[config.mk]
export PLATFORM = sky130hd
export DESIGN_NAME = data_memory_ctrl
export DESIGN_NICKNAME = d
export VERILOG_FILES = /design/src/rtl/mem_pkg.sv /design/src/rtl/word_ram.sv /design/src/rtl/data_memory_ctrl.sv
export SDC_FILE = /design/constraint.sdc
export NUM_CORES = 2
export LEC_CHECK = 0
export CAP_MARGIN = 0
export CORE_MARGIN = 1.5
export CORE_UTILIZATION = 45
export DETAILED_ROUTE_END_ITERATION = 6
export PLACE_DENSITY = 0.59
export REMOVE_ABC_BUFFERS = 1
export SYNTH_ARGS = -nofsm -noshare
export SYNTH_HDL_FRONTEND = slang
export SYNTH_SLANG_ARGS = --single-unit
[constraint.sdc]
create_clock -name clk -period 3.7 [get_ports clk]
set_input_delay 1.11 -clock clk [delete_from_list [all_inputs] [get_ports clk]]
set_output_delay 1.11 -clock clk [all_outputs]
set_load 0.02 [all_outputs]
[src/rtl/mem_pkg.sv]
// Shared types for the data memory controller: FSM states and byte-lane names.
package mem_pkg;

  // Controller states. IDLE and RESP both accept a new request; BUSY does not.
  typedef enum logic [1:0] {
    IDLE = 2'd0,
    BUSY = 2'd1,
    RESP = 2'd2
  } state_e;

  // Little-endian byte lanes within a word, selected by address bits [1:0].
  // LANE_0 is bits [7:0], LANE_3 is bits [31:24].
  typedef enum logic [1:0] {
    LANE_0 = 2'd0,
    LANE_1 = 2'd1,
    LANE_2 = 2'd2,
    LANE_3 = 2'd3
  } lane_e;

  // Width of one byte lane.
  localparam int BYTE_W = 8;

endpackage

[src/rtl/word_ram.sv]
// Word-organised storage array with per-byte write enables.
// Synchronous write, combinational read on a single shared address.
// The array has no reset: contents are undefined until written.
module word_ram
  import mem_pkg::*;
#(
  parameter int DATA_WIDTH  = 32,
  parameter int DEPTH_WORDS = 64
) (
  input  logic                           clk,
  input  logic                           we,
  input  logic [DATA_WIDTH/8-1:0]        be,
  input  logic [$clog2(DEPTH_WORDS)-1:0] addr,
  input  logic [DATA_WIDTH-1:0]          wdata,
  output logic [DATA_WIDTH-1:0]          rdata
);

  localparam int NB = DATA_WIDTH / BYTE_W;

  logic [DATA_WIDTH-1:0] mem [DEPTH_WORDS];

  // Write only the byte lanes whose enable is set; other lanes keep their value.
  always_ff @(posedge clk) begin
    if (we) begin
      for (int i = 0; i < NB; i++) begin
        if (be[i]) begin
          mem[addr][i*BYTE_W +: BYTE_W] <= wdata[i*BYTE_W +: BYTE_W];
        end
      end
    end
  end

  assign rdata = mem[addr];

endmodule

[src/rtl/data_memory_ctrl.sv]
// Byte-addressed data memory with a valid/ready request channel and a fixed
// response latency. Serves word and byte loads/stores and flags misaligned
// word accesses and addresses beyond the end of the array.
//
// Handshake: a request transfers on a rising edge where req_valid && req_ready.
// The requester holds all req_* fields stable until that edge; req_valid while
// req_ready is low is ignored. resp_valid is a single-cycle pulse with no
// backpressure; resp_rdata/resp_error are meaningful only while it is high.
module data_memory_ctrl
  import mem_pkg::*;
#(
  parameter int DATA_WIDTH  = 32,
  parameter int ADDR_WIDTH  = 32,
  parameter int DEPTH_WORDS = 64,
  parameter int LATENCY     = 2
) (
  input  logic                  clk,
  input  logic                  reset,
  input  logic                  req_valid,
  output logic                  req_ready,
  input  logic                  req_write,
  input  logic                  req_byte,
  input  logic [ADDR_WIDTH-1:0] req_addr,
  input  logic [DATA_WIDTH-1:0] req_wdata,
  output logic                  resp_valid,
  output logic [DATA_WIDTH-1:0] resp_rdata,
  output logic                  resp_error,
  output logic [1:0]            state_dbg
);

  localparam int IDX_W = $clog2(DEPTH_WORDS);
  localparam int NB    = DATA_WIDTH / BYTE_W;
  // Counter must hold LATENCY-1; keep it at least one bit wide for LATENCY=1.
  localparam int CNT_W = (LATENCY > 1) ? $clog2(LATENCY) : 1;
  localparam logic [CNT_W-1:0] CNT_LOAD = CNT_W'(LATENCY - 1);
  // One extra bit so the first illegal byte address is representable.
  localparam logic [ADDR_WIDTH:0] ADDR_LIMIT = (ADDR_WIDTH + 1)'(DEPTH_WORDS * 4);

  state_e           state;
  state_e           state_d;
  logic [CNT_W-1:0] count;
  logic [CNT_W-1:0] count_d;
  logic             accept;
  logic             access;

  logic                  write_q;
  logic                  byte_q;
  logic [ADDR_WIDTH-1:0] addr_q;
  logic [DATA_WIDTH-1:0] wdata_q;

  lane_e                 lane;
  logic                  out_of_range;
  logic                  misaligned;
  logic                  err;
  logic                  ram_we;
  logic [NB-1:0]         ram_be;
  logic [DATA_WIDTH-1:0] ram_wdata;
  logic [DATA_WIDTH-1:0] ram_rdata;
  logic [BYTE_W-1:0]     byte_val;
  logic [DATA_WIDTH-1:0] access_rdata;

  assign req_ready = (state != BUSY);
  assign accept    = req_valid && req_ready;
  // The array is touched on the last BUSY edge, LATENCY edges after acceptance.
  assign access    = (state == BUSY) && (count == '0);
  assign state_dbg = state;

  // State and latency counter register.
  always_ff @(posedge clk or negedge reset) begin
    if (!reset) begin
      state <= IDLE;
      count <= '0;
    end else begin
      state <= state_d;
      count <= count_d;
    end
  end

  // Next-state logic: count down in BUSY, allow back-to-back acceptance from RESP.
  always_comb begin
    state_d = state;
    count_d = count;
    case (state)
      IDLE: begin
        if (accept) begin
          state_d = BUSY;
          count_d = CNT_LOAD;
        end
      end
      BUSY: begin
        if (count == '0) begin
          state_d = RESP;
        end else begin
          count_d = count - 1'b1;
        end
      end
      RESP: begin
        if (accept) begin
          state_d = BUSY;
          count_d = CNT_LOAD;
        end else begin
          state_d = IDLE;
        end
      end
      default: begin
        state_d = IDLE;
      end
    endcase
  end

  // Capture the request on acceptance so the requester is free afterwards.
  always_ff @(posedge clk or negedge reset) begin
    if (!reset) begin
      write_q <= 1'b0;
      byte_q  <= 1'b0;
      addr_q  <= '0;
      wdata_q <= '0;
    end else if (accept) begin
      write_q <= req_write;
      byte_q  <= req_byte;
      addr_q  <= req_addr;
      wdata_q <= req_wdata;
    end
  end

  // Address checks, write lane steering and load data extraction.
  always_comb begin
    lane         = lane_e'(addr_q[1:0]);
    out_of_range = ({1'b0, addr_q} >= ADDR_LIMIT);
    misaligned   = !byte_q && (lane != LANE_0);
    err          = out_of_range || misaligned;

    ram_we       = access && write_q && !err;
    ram_be       = byte_q ? ({{(NB-1){1'b0}}, 1'b1} << addr_q[1:0]) : {NB{1'b1}};
    // Replicating the byte to every lane lets the enable alone pick the target.
    ram_wdata    = byte_q ? {NB{wdata_q[BYTE_W-1:0]}} : wdata_q;

    byte_val     = BYTE_W'(ram_rdata >> {addr_q[1:0], 3'b000});

    access_rdata = '0;
    if (!err && !write_q) begin
      access_rdata = byte_q ? DATA_WIDTH'(byte_val) : ram_rdata;
    end
  end

  // Response registers: pulse valid on the access edge, hold data until the next access.
  always_ff @(posedge clk or negedge reset) begin
    if (!reset) begin
      resp_valid <= 1'b0;
      resp_rdata <= '0;
      resp_error <= 1'b0;
    end else begin
      resp_valid <= access;
      if (access) begin
        resp_rdata <= access_rdata;
        resp_error <= err;
      end
    end
  end

  word_ram #(
    .DATA_WIDTH  (DATA_WIDTH),
    .DEPTH_WORDS (DEPTH_WORDS)
  ) u_word_ram (
    .clk   (clk),
    .we    (ram_we),
    .be    (ram_be),
    .addr  (addr_q[IDX_W+1:2]),
    .wdata (ram_wdata),
    .rdata (ram_rdata)
  );

endmodule

* Yosys cells after proc, flatten, opt, wreduce, memory -nomap -nowiden
Memory sizes are Yosys's and may differ from the RTL's. Index checks and enable logic that the tools add are counted.
Operators by class: $add $sub $neg 1, $lt $le $gt $ge 1, equal/unequal tests 6, shifts and indexed selects 2, muxes and demuxes 23, bitwise logic cells 1, reductions and logical operators 16
Operators with widths (count):
- $mux W32 | 3
- $ge A32 B9 Y1 const B | 1
- $shr A32 B5 Y8 | 1
- $mux W1 | 15
- $logic_and A1 B1 Y1 | 6
- $pmux W2 S3 | 1
- $mux W2 | 2
- $mux W4 | 1
- $ne A2 B1 Y1 const B | 2
- $ne A2 B2 Y1 const B | 2
- $reduce_and A2 Y1 | 2
- $reduce_bool A2 Y1 | 2
- $shl A1 B2 Y4 const A | 1
- $logic_not A1 Y1 | 3
- $eq A2 B1 Y1 const B | 1
- $eq A2 B2 Y1 const B | 1
- $logic_not A2 Y1 | 1
- $pmux W1 S2 | 1
- $reduce_or A2 Y1 | 1
- $logic_or A1 B1 Y1 | 1
- $not A1 Y1 | 1
- $sub A1 B1 Y1 const B | 1
Storage, ports and cells: flip-flop bits (word level) 103, RAM bits 2048, bits of input ports 69, output and inout port bits 37, logic and storage cells 60, memories kept 1
Memories:
- u_word_ram.mem | words 64, bits a word 32, rd ports 1, clocked after Yosys merged registers in 0, wr ports 1, RTL line word_ram.sv:20 | logic [DATA_WIDTH-1:0] mem [DEPTH_WORDS];

* Longest topological paths before layout
depth in word-level cells 7, gate-level depth with buffers 13, depth with buffers taken out 8

* Hierarchy
From an unflattened synthesis, not the netlist that was laid out.
Second synthesis, totals: cell total of the unflattened synthesis 4969, area, all modules 82852.0 sq um
By module, submodules not included:
- word_ram | times used 1, cells each 4614, area an instance 78407.7 sq um, sequential area each 61499.0 sq um
- data_memory_ctrl | times used 1, cells each 355, area an instance 4444.3 sq um, sequential area each 2577.5 sq um

* Least setup slack after synthesis
Ideal clock, no wire load.
path kind reg-to-reg, from reg byte_q, to mem u_word_ram.mem[0][10], data pin, library setup time 702 ps, data arrival time 3364 ps, required time 2998 ps, path slack -366 ps, stages on the path, launching flop included 4, buffers on the path 2, clock period less this slack 4066 ps, cell sequence dfrtp_1 clkbuf_1 clkbuf_1 o21ai_0
On the way: word-level cells in the longest chain between the ends 1
Ends and longest elaborated chain:
- from (decl) | RTL line data_memory_ctrl.sv:47 | logic byte_q;
- from (signal assigned) | RTL line data_memory_ctrl.sv:120 | byte_q <= req_byte;
- $mux W32 | RTL line data_memory_ctrl.sv:136 | ram_wdata = byte_q ? {NB{wdata_q[BYTE_W-1:0]}} : wdata_q;
- net ram_wdata[10] | RTL line data_memory_ctrl.sv:57 | logic [DATA_WIDTH-1:0] ram_wdata;
- to (decl) | RTL line word_ram.sv:20
The timed path passes the listed nets, and every way through them passes these cells.

* Worst setup path in the final report
from reg addr_q[28], to mem u_word_ram.mem[12][31] (enable)
On the way: word-level cells in the longest chain between the ends 6
Ends and longest elaborated chain:
- from (decl) | RTL line data_memory_ctrl.sv:48 | logic [ADDR_WIDTH-1:0] addr_q;
- from (signal assigned) | RTL line data_memory_ctrl.sv:121 | addr_q <= req_addr;
- $ge A32 B9 Y1 | RTL line data_memory_ctrl.sv:129 | out_of_range = ({1'b0, addr_q} >= ADDR_LIMIT);
- $logic_or A1 B1 Y1 | RTL line data_memory_ctrl.sv:131 | err = out_of_range || misaligned;
- $logic_not A1 Y1 | RTL line data_memory_ctrl.sv:133 | ram_we = access && write_q && !err;
- $logic_and A1 B1 Y1 | RTL line data_memory_ctrl.sv:133
- $mux W1 | RTL line word_ram.sv:24 | if (we) begin
- $mux W1 (implied by the code) | RTL line word_ram.sv:27 | mem[addr][i*BYTE_W +: BYTE_W] <= wdata[i*BYTE_W +: BYTE_W];
Every way passes these cells.

==> results.json <==
{
  "synthCells": 4918,
  "min_period_ns": 3.74,
  "period_share_pct": 101,
  "tightest_slew_ns": 1.32,
  "outcome": "complete, but fails checks",
  "grt_first_pass_wirelength_um": 413000,
  "leakagePower_nw": 32.9,
  "cts.path.max_buffers": 3,
  "final_cell_mix": "edfxtp_1 (2048), buf_4 (470), nor2_1 (289), mux2i_1 (230), nand2_1 (227)",
  "syn_area_per_cell_um2": 17.2,
  "irDropWorstVdd_v": 0.000764,
  "grt_setup_unrepaired": "yes",
  "num_rows": 159,
  "hold_violations": 0,
  "worstSetupPathType": "register to register",
  "cts_setup_buffers": 0,
  "crit_required_ns": 4.17,
  "worstSetupStartpointType": "register",
  "drc": 0,
  "vias_per_cell": 6.45,
  "synth_edf_count": 2048,
  "ys.warnings.count": 0,
  "ant_nets": 0,
  "drv_slew": 0,
  "grt_pass1_vias": 50900,
  "rr_startpoint": "addr_q[28]",
  "synthMuxAreaShare_pct": 8.63,
  "failed_checks": "negative setup slack",
  "synth_compound_gate_area_share_pct": 8.46,
  "drt_iter0_markers": 8304,
  "arrival_ns": 4.21,
  "min_path_type": "primary input to async pin",
  "p_per_area_mw_per_mm2": 889,
  "die_y_um": 437,
  "htreeDepth": 4,
  "max_slew_margin_pct": 12.0,
  "core-area_mm2": 0.187,
  "setup-violations-final": 9,
  "cts_root_buf": "clkbuf_16",
  "fp.dieW_um": 437,
  "clock-sinks": 2151,
  "clk_pin_slew_ns": 0.06,
  "place.detailed.hpwl_um": 198000,
  "synth_flop_cell": "edfxtp_1",
  "die-area_mm2": 0.191,
  "synthAdderAreaFrac_pct": 0,
  "detail_route.wl_per_cell_um": 37.0,
  "worstRegToRegCells": 7,
  "synth-seq-area-share_pct": 75.6,
  "synthToLayoutAreaGrowth_pct": 17.8,
  "final_common_cell": "edfxtp_1",
  "fin_util_pct": 53.3,
  "cap_violations": 0,
  "place_congestion": 0.991,
  "port_buffers": 105,
  "cts_tree": "yes",
  "worst_setup_path_end_kind": "register",
  "r2r_end": "u_word_ram.mem[12][31]",
  "netlist-cell-type-count": 88,
  "grt_usage_pct": 31.2,
  "path_max_fanout": 52,
  "async_flop_share_pct": 4.79,
  "antenna_found_initial": 21,
  "grt_max_degree": 66,
  "worst_slack_ns": -0.0354,
  "dr_total_vias": 52500,
  "start_util_pct": 45.2,
  "synth_top_family_by_area": "multiplexers",
  "cts_buffers": 218,
  "gr-total-overflow": 0,
  "nets": 5521,
  "post-place-ws_ns": -0.544,
  "synth_area_mm2": 0.0847,
  "drive_gt1_share_pct": 23.9,
  "reg2reg_slack_ns": -0.04,
  "insertion_delay_ns": 0.91,
  "synthSimpleGateAreaFrac_pct": 4.70,
  "io-pin-count": 106,
  "ys_ff_latch": 2151,
  "fin_skew_ns": 0.0460,
  "drt_first_pass_iters": 6,
  "wl_um": 301000,
  "max_freq_mhz": 268,
  "synth_xor_area_share_pct": 0,
  "hold_buffers": 0
}
[how the worst max path moves through the flow]
stage	from	endpoint	slack [ns]	cells after the start
2_1_floorplan	addr_q[4]	resp_rdata[1]	-14.48	7
3_3_place_gp	addr_q[31]	u_word_ram.mem[16][1]	-0.49	8
3_5_place_dp	addr_q[31]	u_word_ram.mem[16][4]	-0.54	8
4_1_cts	addr_q[31]	u_word_ram.mem[10][26]	0.007	8
5_1_grt	addr_q[31]	u_word_ram.mem[51][29]	-0.08	8
6_report	addr_q[28]	u_word_ram.mem[12][31]	-0.04	7
[logic make-up (layout without fill, tap and decap cells)]
group | after synthesis | in the layout
flops | 2151 | 2151
compound gates | 987 | 987
simple gates | 838 | 838
mux | 555 | 555
buf+inv | 387 | 1107
other cells | 0 | 3
[final cells by class]
class / instances / area (um^2)
inverter: 43 / 170
multi-input combinational: 2380 / 19100
antenna: 3 / 7.51
timing repair buffer: 658 / 6240
sequential: 2151 / 64100
fill: 15000 / 87600
clock buffer: 283 / 5810
tap: 2495 / 3120
clock inverter: 123 / 1280
[sequential cells by signal, summed over array words and instances (netlist names)]
name and flops:
u_word_ram.mem 2048, addr_q 32, resp_rdata 32, wdata_q 32
state_dbg 2, byte_q 1, count 1, resp_error 1
resp_valid 1, write_q 1
[power by group]
part	internal [mW]	switching, mW	leakage, nW
registers	32.0	0.382	19.7
logic	10.8	23.6	9.71
clock network	12.3	9.62	3.45
[cells in the mapped netlist (40+ instances only)]
cell type | number | area share (%)
mux2i_1 | 230 | 2.7
dfrtp_1 | 103 | 3.0
nor2_1 | 340 | 1.5
o22ai_1 | 153 | 1.1
o21ai_0 | 114 | 0.67
buf_2 | 97 | 0.57
a221o_1 | 62 | 0.73
a221oi_1 | 101 | 1.0
a22oi_1 | 157 | 1.4
mux4_2 | 120 | 3.2
clkbuf_1 | 126 | 0.56
nand2b_1 | 40 | 0.30
buf_4 | 58 | 0.51
a21oi_1 | 123 | 0.73
mux2_2 | 195 | 2.6
edfxtp_1 | 2048 | 73
nand2_1 | 228 | 1.0
inv_1 | 40 | 0.18
buf_6 | 46 | 0.61
[critical path, stage by stage (launching register included)]
cell	delay (ns)
dfrtp_1	0.39
nor4_1	0.44
nand4_1	0.31
buf_4	0.25
nor3_2	0.48
o211ai_1	0.24
buf_12	0.26
nor2_1	0.92
[per-stage QoR]
step	cells	cell area, um^2	total power [mW]	hold WS, ns	setup TNS [ns]
floorplan	4574	82700	44.0	0.475	-
global placement	7727	92500	65.9	0.477	-145.50
detailed placement	7727	92500	66.2	0.460	-226.95
CTS	8133	99700	87.9	0.251	0
global route	8134	99800	90.3	0.254	-2.96
finish	8136	99800	88.7	0.274	-0.132
[routing by layer]
layer | track usage, % | up-vias | routed length, um
li1 | - | 20900 | -
met1 | 41.6 | 27100 | 113000
met2 | 45.5 | 3687 | 131000
met3 | 8.66 | 763 | 36000
met4 | 18.7 | 20 | 21000
met5 | 0 | - | 119
[timing repair]
item	in CTS	in global routing
resized for setup	38	24
pin swaps	0	0
setup endpoints to repair	1213	160
hold endpoints to repair	0	0
Power figures use the tool's default switching activity.
